[config.mk]
export PLATFORM = sky130hd
export DESIGN_NAME = pc_unit
export DESIGN_NICKNAME = d
export VERILOG_FILES = /design/src/rtl/mips_pkg.sv /design/src/rtl/pc_next_sel.sv /design/src/rtl/pc_unit.sv
export SDC_FILE = /design/constraint.sdc
export NUM_CORES = 1
export LEC_CHECK = 0
export CAP_MARGIN = 0
export CORE_UTILIZATION = 40
export DETAILED_ROUTE_END_ITERATION = 10
export GPL_TIMING_DRIVEN = 0
export PLACE_DENSITY = 0.76
export SETUP_SLACK_MARGIN = 0.3
export SLEW_MARGIN = 20
export SYNTH_ARGS = -nofsm -noshare
export SYNTH_HDL_FRONTEND = slang
export SYNTH_SLANG_ARGS = --single-unit
[constraint.sdc]
create_clock -name clock -period 6.6 [get_ports clock]
set_clock_uncertainty 0.1 [all_clocks]
set_input_delay 1.32 -clock clock [delete_from_list [all_inputs] [get_ports clock]]
set_output_delay 1.32 -clock clock [all_outputs]
set_load 0.05 [all_outputs]
[src/rtl/mips_pkg.sv]
// ============================================================================
// mips_pkg : shared constants and state encoding for the MIPS fetch front end.
// Rev 1.0
// ============================================================================
`default_nettype none

package mips_pkg;

  localparam int          DEF_WIDTH        = 32;
  localparam logic [31:0] DEF_RESET_VECTOR = 32'h0000_0000;
  localparam logic [31:0] DEF_EXC_VECTOR   = 32'h8000_0180;
  localparam int          DEF_STEP         = 4;

  typedef enum logic [1:0] {
    ST_RESET = 2'd0,
    ST_RUN   = 2'd1,
    ST_TRAP  = 2'd2
  } pc_state_e;

endpackage

`default_nettype wire

[src/rtl/pc_next_sel.sv]
// ============================================================================
// pc_next_sel : priority next-PC mux with misaligned-redirect detection.
// Rev 1.0
// ============================================================================
`default_nettype none

module pc_next_sel
  import mips_pkg::*;
#(
  parameter int               WIDTH      = DEF_WIDTH,
  parameter int               STEP       = DEF_STEP,
  parameter logic [WIDTH-1:0] EXC_VECTOR = WIDTH'(DEF_EXC_VECTOR)
) (
  input  logic [WIDTH-1:0] pc_i,
  input  logic [WIDTH-1:0] pc_plus_i,
  input  logic [WIDTH-1:0] epc_i,
  input  logic             stall_i,
  input  logic             exception_i,
  input  logic             eret_i,
  input  logic             jr_i,
  input  logic [WIDTH-1:0] jr_target_i,
  input  logic             jump_i,
  input  logic [WIDTH-1:0] jump_target_i,
  input  logic             branch_i,
  input  logic [WIDTH-1:0] branch_target_i,
  output logic [WIDTH-1:0] next_pc_o,
  output logic             take_trap_o,
  output logic [WIDTH-1:0] fault_addr_o
);

  localparam logic [WIDTH-1:0] ALIGN_MASK = WIDTH'(STEP - 1);

  logic             redirect;
  logic [WIDTH-1:0] target;

  always_comb begin
    redirect = 1'b0;
    target   = '0;
    if (jr_i) begin
      redirect = 1'b1;
      target   = jr_target_i;
    end else if (jump_i) begin
      redirect = 1'b1;
      target   = jump_target_i;
    end else if (branch_i) begin
      redirect = 1'b1;
      target   = branch_target_i;
    end
  end

  always_comb begin
    next_pc_o    = pc_plus_i;
    take_trap_o  = 1'b0;
    fault_addr_o = '0;
    if (exception_i) begin
      next_pc_o = EXC_VECTOR;
    end else if (eret_i) begin
      // eret returns to EPC unchecked; EPC may legitimately hold a faulting address
      next_pc_o = epc_i;
    end else if (stall_i) begin
      next_pc_o = pc_i;
    end else if (redirect) begin
      if ((target & ALIGN_MASK) != '0) begin
        next_pc_o    = EXC_VECTOR;
        take_trap_o  = 1'b1;
        fault_addr_o = target;
      end else begin
        next_pc_o = target;
      end
    end
  end

endmodule

`default_nettype wire

[src/rtl/pc_unit.sv]
// ============================================================================
// pc_unit : program-counter register, EPC capture and RESET/RUN/TRAP sequencing.
// Rev 1.0
// ============================================================================
`default_nettype none

module pc_unit
  import mips_pkg::*;
#(
  parameter int               WIDTH        = DEF_WIDTH,
  parameter logic [WIDTH-1:0] RESET_VECTOR = WIDTH'(DEF_RESET_VECTOR),
  parameter logic [WIDTH-1:0] EXC_VECTOR   = WIDTH'(DEF_EXC_VECTOR),
  parameter int               STEP         = DEF_STEP
) (
  input  logic             clock,
  input  logic             reset_n,
  input  logic             stall,
  input  logic             branch_taken,
  input  logic [WIDTH-1:0] branch_target,
  input  logic             jump,
  input  logic [WIDTH-1:0] jump_target,
  input  logic             jr,
  input  logic [WIDTH-1:0] jr_target,
  input  logic             exception,
  input  logic             eret,
  output logic [WIDTH-1:0] pc_out,
  output logic [WIDTH-1:0] pc_plus_step,
  output logic [WIDTH-1:0] epc_out,
  output logic             adel,
  output logic             fetch_valid
);

  pc_state_e        state_q, state_d;
  logic [WIDTH-1:0] pc_q, pc_d;
  logic [WIDTH-1:0] epc_q, epc_d;
  logic             adel_q, adel_d;

  logic [WIDTH-1:0] next_pc;
  logic             take_trap;
  logic [WIDTH-1:0] fault_addr;

  assign pc_plus_step = pc_q + WIDTH'(STEP);

  pc_next_sel #(
    .WIDTH      (WIDTH),
    .STEP       (STEP),
    .EXC_VECTOR (EXC_VECTOR)
  ) u_next_sel (
    .pc_i            (pc_q),
    .pc_plus_i       (pc_plus_step),
    .epc_i           (epc_q),
    .stall_i         (stall),
    .exception_i     (exception),
    .eret_i          (eret),
    .jr_i            (jr),
    .jr_target_i     (jr_target),
    .jump_i          (jump),
    .jump_target_i   (jump_target),
    .branch_i        (branch_taken),
    .branch_target_i (branch_target),
    .next_pc_o       (next_pc),
    .take_trap_o     (take_trap),
    .fault_addr_o    (fault_addr)
  );

  always_comb begin
    state_d = state_q;
    pc_d    = pc_q;
    epc_d   = epc_q;
    adel_d  = 1'b0;
    case (state_q)
      // First released edge holds RESET_VECTOR so it becomes the first fetch
      ST_RESET: state_d = ST_RUN;
      ST_RUN, ST_TRAP: begin
        pc_d = next_pc;
        if (exception) begin
          epc_d = pc_q;
        end else if (take_trap) begin
          epc_d  = fault_addr;
          adel_d = 1'b1;
        end
        state_d = (exception || take_trap) ? ST_TRAP : ST_RUN;
      end
      default: state_d = ST_RESET;
    endcase
  end

  always_ff @(posedge clock) begin
    if (!reset_n) begin
      state_q <= ST_RESET;
      pc_q    <= RESET_VECTOR;
      epc_q   <= '0;
      adel_q  <= 1'b0;
    end else begin
      state_q <= state_d;
      pc_q    <= pc_d;
      epc_q   <= epc_d;
      adel_q  <= adel_d;
    end
  end

  assign pc_out      = pc_q;
  assign epc_out     = epc_q;
  assign adel        = adel_q;
  assign fetch_valid = (state_q == ST_RUN);

endmodule

`default_nettype wire

# --- After elaboration in Yosys (flattened, before gate mapping) ---
# Cells that the tools add are included.
classes:
  n_addsub: 1
  n_mux: 25
  n_eq_ne: 3
  reduce_logical: 8
  bitwise: 2
op_table:
  columns: ["op", "count"]
  rows:
  - ["2-to-1 mux 32 bit", 14]
  - ["adder 32 x 3 -> 32 bit, second input constant", 1]
  - ["nonzero test 32 bit", 1]
  - ["2-to-1 mux 1 bit", 9]
  - ["one-hot mux 2 bit (2 select lines)", 1]
  - ["AND reduction 2 bit", 2]
  - ["!= test 3 x 1 -> 1 bit, second input constant", 1]
  - ["OR reduction 3 bit", 1]
  - ["equality test 2 x 1 -> 1 bit, second input constant", 1]
  - ["equality test 2 bit, second input constant", 1]
  - ["logical NOT 2 bit", 1]
  - ["2-to-1 mux 2 bit", 1]
  - ["inverter 1 bit", 2]
  - ["nonzero test 2 bit", 1]
  - ["OR reduction 2 bit", 1]
  - ["logical OR 1 bit", 1]
word_totals:
  output_inout_bits: 98
  ff_bits: 67
  in_bits: 104

# --- Logic depth before layout (Yosys ltp) ---
# Gate-level depths: netlist of run 1.
logic_depth:
  depth_word: 12
  mapped_depth: 9
  depth_no_buf: 7

# --- Modules after synthesis ---
# From an unflattened synthesis of run 1, not the netlist that was laid out.
hier_totals:
  cells_unflattened: 597
  hier_area_um2: 5124.9
by_module_without_submodules:
  columns: ["module", "seq_area_each_um2", "cells_per_inst", "area_per_inst_um2", "n_inst"]
  rows:
  - ["pc_unit", 1341.3, 343, 3433.3, 1]
  - ["pc_next_sel", 0.0, 254, 1691.6, 1]

# --- Worst setup path after synthesis of run 1 ---
# No wires, ideal clock.
synth_path:
  path_type: "register to output"
  startpoint: "register pc_q[2], in the netlist pc_out[2]"
  endpoint: "output port pc_plus_step[18]"
  path_buffers: 1
  arrival_ns: 2.749
  setup_slack_ns: 2.431
  path_stages_with_launch: 6
  required_ns: 5.180
  path_cell_list: "dfxtp_1 > ha_1 > nand4_1 > or4_1 > buf_2 > xnor2_1"
synth_between:
  elab_chain_len: 1
synth_rtl:
  columns: ["element", "line_no", "text"]
  rows:
  - ["start, declared", "pc_unit.sv:34", "logic [WIDTH-1:0] pc_q, pc_d;"]
  - ["start signal, assigned", "pc_unit.sv:96", "pc_q <= pc_d;"]
  - ["adder 32 x 3 -> 32 bit", "pc_unit.sv:42", "assign pc_plus_step = pc_q + WIDTH'(STEP);"]
  - ["end, declared", "pc_unit.sv:27", "output logic [WIDTH-1:0] pc_plus_step,"]
# Every way passes these cells.

# --- Worst setup path in the final report of run 1 ---
layout_path:
  startpoint: "register pc_q[2], in the netlist pc_out[2]"
  endpoint: "output port pc_plus_step[30]"
# Same word-level chain as after synthesis.

==> impl_metrics.toml, run 1 <==
[power_and_ir_drop]
power_density_nw_per_um2 = 226.3
p_leak_nw = 2.570
ir_drop_v = 0.0001415

[outcome]
violations = "DRC"
outcome = "finished with violations"

[routing]
first_pass_iters = 9
dr.first_iter.drc_count = 859
viasPerCell = 6.233
wl_per_cell_microns = 22.55
ant_nets = 0
routed_wl_microns = 22820
num_vias = 6308
drc = 8

[timing]
hold_viol = 0
fin_crit_sh = 0.7321
fmax_mhz = 207.0
rsz0062_at_grt = "no"
max-slew-margin-rel = 0.4669
worst_pin_slew_ns = 0.7997
tns_ns = 0
fin_crit_ns = 4.832
fin_ws_ns = 1.768
maxSlewViolCount = 0
setup_viol = 0

[floorplanning]
core_area_sq_um = 11560
core.rowCount = 39
die_w_microns = 111.7
initial_core_util = 0.4161
ios = 202
die-height_microns = 111.7
die-area_sq_um = 12470

[clocking]
path_clk_slew_ns = 0.06
cts_tree = "yes"
clockBufferDepth = 2
hold_buffers = 0
ctsRootBufferMaster = "clkbuf_16"
cts_made_buffers = 9
clock_sinks = 67
post_cts_buffers = 0
clk_latency_ns = 0.33
htreeDepth = 3
cts-resized-gates = 0

[worst_setup_path]
arrival_ns = 3.41
path_delay_family = "simple AND/OR/NAND/NOR gates"
worst_path_largest_cell_delay_ns = 0.71
critPathCaptureType = "primary output"
cp_slowest_cell = "clkdlybuf4s50_1"
startpoint_type = "flip-flop"
critPathBufInv = 2
crit_fanout = 9
cp.required_ns = 5.18
crit_chain = "ha_1, nand4_1, or4_1, buf_2, o31a_1, or2_1, clkdlybuf4s50_1"
setup.worst_path.class = "reg2out"

[global_route]
grt_max_degree = 11
overflow = 0
grt_pass1_vias = 6267
grt_usage = 0.3608
grt_antenna_before_repair = 0
grt_first_pass_wirelength_microns = 34440

[logic_synthesis]
synth_edf_count = 0
muxShareOfSynthArea = 0
yosysSeqAreaShare = 0.2787
synth_top_family_by_area = "compound AO/OA/AOI/OAI gates"
synth-async-reset-ratio = 0
synth-simple-area-share = 0.1836
syn_area_per_cell_sq_um = 7.347
synth_compound_area_frac = 0.3757
syn-cell-area_sq_um = 4812
synthAdderAreaFrac = 0.01040
synth-main-ff-cell = "dfxtp_1"
ys_warn_count = 0
syn_nets = 763
syn_inst = 655
synth_xor_area_frac = 0.04004
synth.distinct_cells = 63
synth_seq_cells = 67

[final_layout]
fin_cells = 1012
syn_to_final_growth_pct = 50.99
n_fill_cell = 1041
final_layout_size_suffix_gt1_frac = 0.06329
fin_nets = 972
n_antenna_cell = 0

[worst_hold_path]
min_path_type = "reg2reg"

[placed_design]
dp.cells = 996
place_ws_ns = 2.162
io_buffer_count = 198
hpwl_microns = 17140
gp_congestion = 0.9780

[job]
cap_violations = 0
## report_power, final
group	switching [mW]	internal, mW
clock network	0.183	0.296
registers	0.0390	0.448
logic	0.448	0.231
total	0.670	0.974
## worst reg2reg max path: stages, from the launching register on
cell      delay (ns)
dfxtp_1         0.38
inv_1           0.07
ha_1            0.27
clkbuf_1        0.36
nor2b_1         0.28
clkbuf_1        0.42
o211ai_1        0.24
clkbuf_1        0.36
o221ai_1        0.33
a21oi_1         0.10
## synthesized netlist by cell type, drive strengths merged (6+ instances only)
cell,instances,area share
clkbuf,52,0.046
o221ai,31,0.056
and4,6,0.011
xnor2,13,0.024
nand2,63,0.052
a211oi,7,0.013
a31oi,10,0.013
buf,19,0.027
a21oi,78,0.081
nor2,24,0.019
nand3,19,0.021
or2,6,0.0078
xor2,9,0.016
nor4,9,0.017
dfxtp,67,0.28
a221oi,16,0.029
o21ai,63,0.066
nor3,10,0.010
nand4,11,0.017
a22oi,33,0.051
inv,46,0.036
## cell usage in the layout (no fill, tap or decap), types with 13 or more instances in the layout
cell type,synthesis,final
o21ai_0,57,57
inv_1,46,46
nand2_1,61,61
o221ai_1,31,31
clkbuf_1,46,48
xnor2_1,13,13
a21oi_1,78,78
nor2_1,24,24
nand3_1,18,18
clkdlybuf4s50_1,0,198
dfxtp_1,67,67
a22oi_1,33,33
a221oi_1,16,16
## metal layers
| metal | routed length, microns | track usage | part of all wire | vias to the layer above |
|---|---|---|---|---|
| met3 | 2793 | 0.09200 | 0.12 | 64 |
| li1 | - | - | - | 2853 |
| met4 | 780 | 0.1901 | 0.034 | 0 |
| met5 | 0 | 0 | 0 | - |
| met2 | 10510 | 0.5797 | 0.46 | 480 |
| met1 | 8736 | 0.4437 | 0.38 | 2911 |
## cell type report
cell class                      count  area (sq um)  share of cell area
Multi-Input combinational cell    469          2934              0.4038
Sequential cell                    67          1341              0.1846
Timing Repair Buffer              198          1982              0.2728
Buffer                             72         360.3             0.04960
Inverter                           47         176.4             0.02428
Clock buffer                       15         287.8             0.03961
Tap cell                          143         178.9             0.02463
Clock inverter                      1         5.005           0.0006888
## cells by family after synthesis
family / after synthesis
AO/OA/AOI/OAI: 275
XOR/XNOR: 22
adder cells (fa/ha/maj): 4
buffers and inverters: 119
flip-flops: 67
AND/OR/NAND/NOR: 168
## per-stage QoR
stage	power (mW)	util	cell area (sq um)	hold WS (ns)
floorplan	0.8855	-	4812	0.4303
global placement	1.151	0.6029	6973	0.3529
detailed placement	1.156	0.6029	6973	0.3633
CTS	1.625	0.6283	7266	0.3720
global route	1.692	0.6283	7266	0.3858
finish	1.644	0.6283	7266	0.3739
## final timing paths
| check | start | endpoint | slack (ns) | cells past startpoint |
|---|---|---|---|---|
| worst max-delay path | pc_out[2]$_SDFFE_PN0P_ | pc_plus_step[30] | 1.77 | 7 |
| worst min-delay path | epc_out[5]$_SDFFE_PN0P_ | epc_out[5]$_SDFFE_PN0P_ | 0.37 | 2 |
| worst max register to register | state_q[0]$_SDFF_PN0_ | epc_out[19]$_SDFFE_PN0P_ | 3.54 | 9 |
| worst min register to register | epc_out[5]$_SDFFE_PN0P_ | epc_out[5]$_SDFFE_PN0P_ | 0.37 | 2 |
## state kept, by name, summed over array words and instances (netlist names)
| register | count |
|---|---|
| epc_out | 32 |
| pc_out | 32 |
| state_q | 2 |
| adel | 1 |
(Power assumes the default switching activity.)
==> inputs of run 2 (changes only) <==
==> constraint.sdc (replaced) <==
create_clock -name clock -period 4.46 [get_ports clock]
set_clock_uncertainty 0.1 [all_clocks]
set_input_delay 0.892 -clock clock [delete_from_list [all_inputs] [get_ports clock]]
set_output_delay 0.892 -clock clock [all_outputs]
set_load 0.05 [all_outputs]
==> impl_metrics.toml, run 2 (synthesis results as in run 1) <==
[timing]
fin_crit_ns = 4.017
hold_viol = 0
worst_pin_slew_ns = 0.8077
maxSlewViolCount = 0
fin_ws_ns = 0.4435
fin_crit_sh = 0.9006
rsz0062_at_grt = "no"
max-slew-margin-rel = 0.4615
fmax_mhz = 249.0
tns_ns = 0
setup_viol = 0

[worst_setup_path]
arrival_ns = 3.02
critPathCaptureType = "primary output"
crit_fanout = 9
cp.required_ns = 3.47
setup.worst_path.class = "reg2out"
startpoint_type = "flip-flop"

[floorplanning]
core.rowCount = 39
core_area_sq_um = 11560
die-height_microns = 111.7
die_w_microns = 111.7
die-area_sq_um = 12470
ios = 202
initial_core_util = 0.4161

[power_and_ir_drop]
power_density_nw_per_um2 = 335.2
p_leak_nw = 2.594
ir_drop_v = 0.0002118

[routing]
ant_nets = 0
routed_wl_microns = 22810
viasPerCell = 6.302
wl_per_cell_microns = 22.54
num_vias = 6378
drc = 8
dr.first_iter.drc_count = 835
first_pass_iters = 9

[clocking]
clk_latency_ns = 0.34
htreeDepth = 3
clockBufferDepth = 2
cts_made_buffers = 9
hold_buffers = 0
ctsRootBufferMaster = "clkbuf_16"
clock_sinks = 67
cts_tree = "yes"
path_clk_slew_ns = 0.06

[global_route]
grt_usage = 0.3609
grt_antenna_before_repair = 0
overflow = 0
grt_pass1_vias = 6269
grt_first_pass_wirelength_microns = 34450
grt_max_degree = 11

[final_layout]
final_layout_size_suffix_gt1_frac = 0.06444
syn_to_final_growth_pct = 50.88
final_util = 0.6278
layout_commonest_cell = "clkdlybuf4s50_1"
n_antenna_cell = 0
final_cell_mix = "clkdlybuf4s50_1 (193), a21oi_1 (78), dfxtp_1 (66), nand2_1 (61), o21ai_0 (57)"
fin_nets = 972
postLayoutCellArea_sq_um = 7261

[placed_design]
hpwl_microns = 17140
place_ws_ns = 0.4504
gp_congestion = 0.9780
placed_cell_area_sq_um = 6973
io_buffer_count = 198

[outcome]
violations = "DRC"
outcome = "finished with violations"

[job]
cap_violations = 0

[worst_hold_path]
min_path_type = "reg2reg"
run 2: path summary, 6_finish.rpt:
check / startpoint / to / slack, ns / cells after the start
setup / recovery: pc_out[3]$_SDFFE_PN0P_ / pc_plus_step[30] / 0.44 / 7
hold / removal: epc_out[5]$_SDFFE_PN0P_ / epc_out[5]$_SDFFE_PN0P_ / 0.38 / 2
setup reg to reg: state_q[0]$_SDFF_PN0_ / epc_out[19]$_SDFFE_PN0P_ / 1.39 / 9
hold reg to reg: epc_out[5]$_SDFFE_PN0P_ / epc_out[5]$_SDFFE_PN0P_ / 0.38 / 2
run 2: worst max-delay path, cell delays in order (launching register included):
cell	delay, ns
dfxtp_1	0.46
ha_1	0.29
nand4_1	0.23
or4_1	0.51
buf_2	0.22
o31a_1	0.33
or2_1	0.23
dlygate4sd2_1	0.42
run 2: stage by stage:
step	total power, mW	hold slack [ns]	cells
2_1_floorplan	1.310	0.4303	655
3_3_place_gp	1.703	0.3529	996
3_5_place_dp	1.711	0.3633	996
4_1_cts	2.404	0.3720	1012
5_1_grt	2.502	0.3858	1012
6_report	2.434	0.3767	1012
run 2: report_power, final:
group | internal [mW] | switching (mW)
clock network | 0.437 | 0.273
logic | 0.340 | 0.663
registers | 0.663 | 0.0574
total | 1.44 | 0.993
run 2: repair_timing:
item | CTS | global route
setup endpoints to repair | 5 | 5
setup buffers | 0 | 0
gates resized for setup | 5 | 1
hold endpoints to repair | 0 | 0
cloned | 0 | 0
run 2: final cells by class:
| class | count | area, sq um |
|---|---|---|
| Buffer | 72 | 360.3 |
| Clock buffer | 15 | 287.8 |
| Clock inverter | 1 | 5.005 |
| Fill cell | 1042 | 4304 |
| Inverter | 47 | 176.4 |
| Multi-Input combinational cell | 469 | 2934 |
| Sequential cell | 67 | 1343 |
| Tap cell | 143 | 178.9 |
| Timing Repair Buffer | 198 | 1976 |
run 2: per-layer routing:
layer,part of all wire,vias up,wire length [microns],track usage
met2,0.46,489,10490,0.5805
li1,-,2852,-,-
met3,0.13,70,2904,0.09200
met4,0.033,0,754,0.1901
met5,0,-,0,0
met1,0.38,2967,8663,0.4434
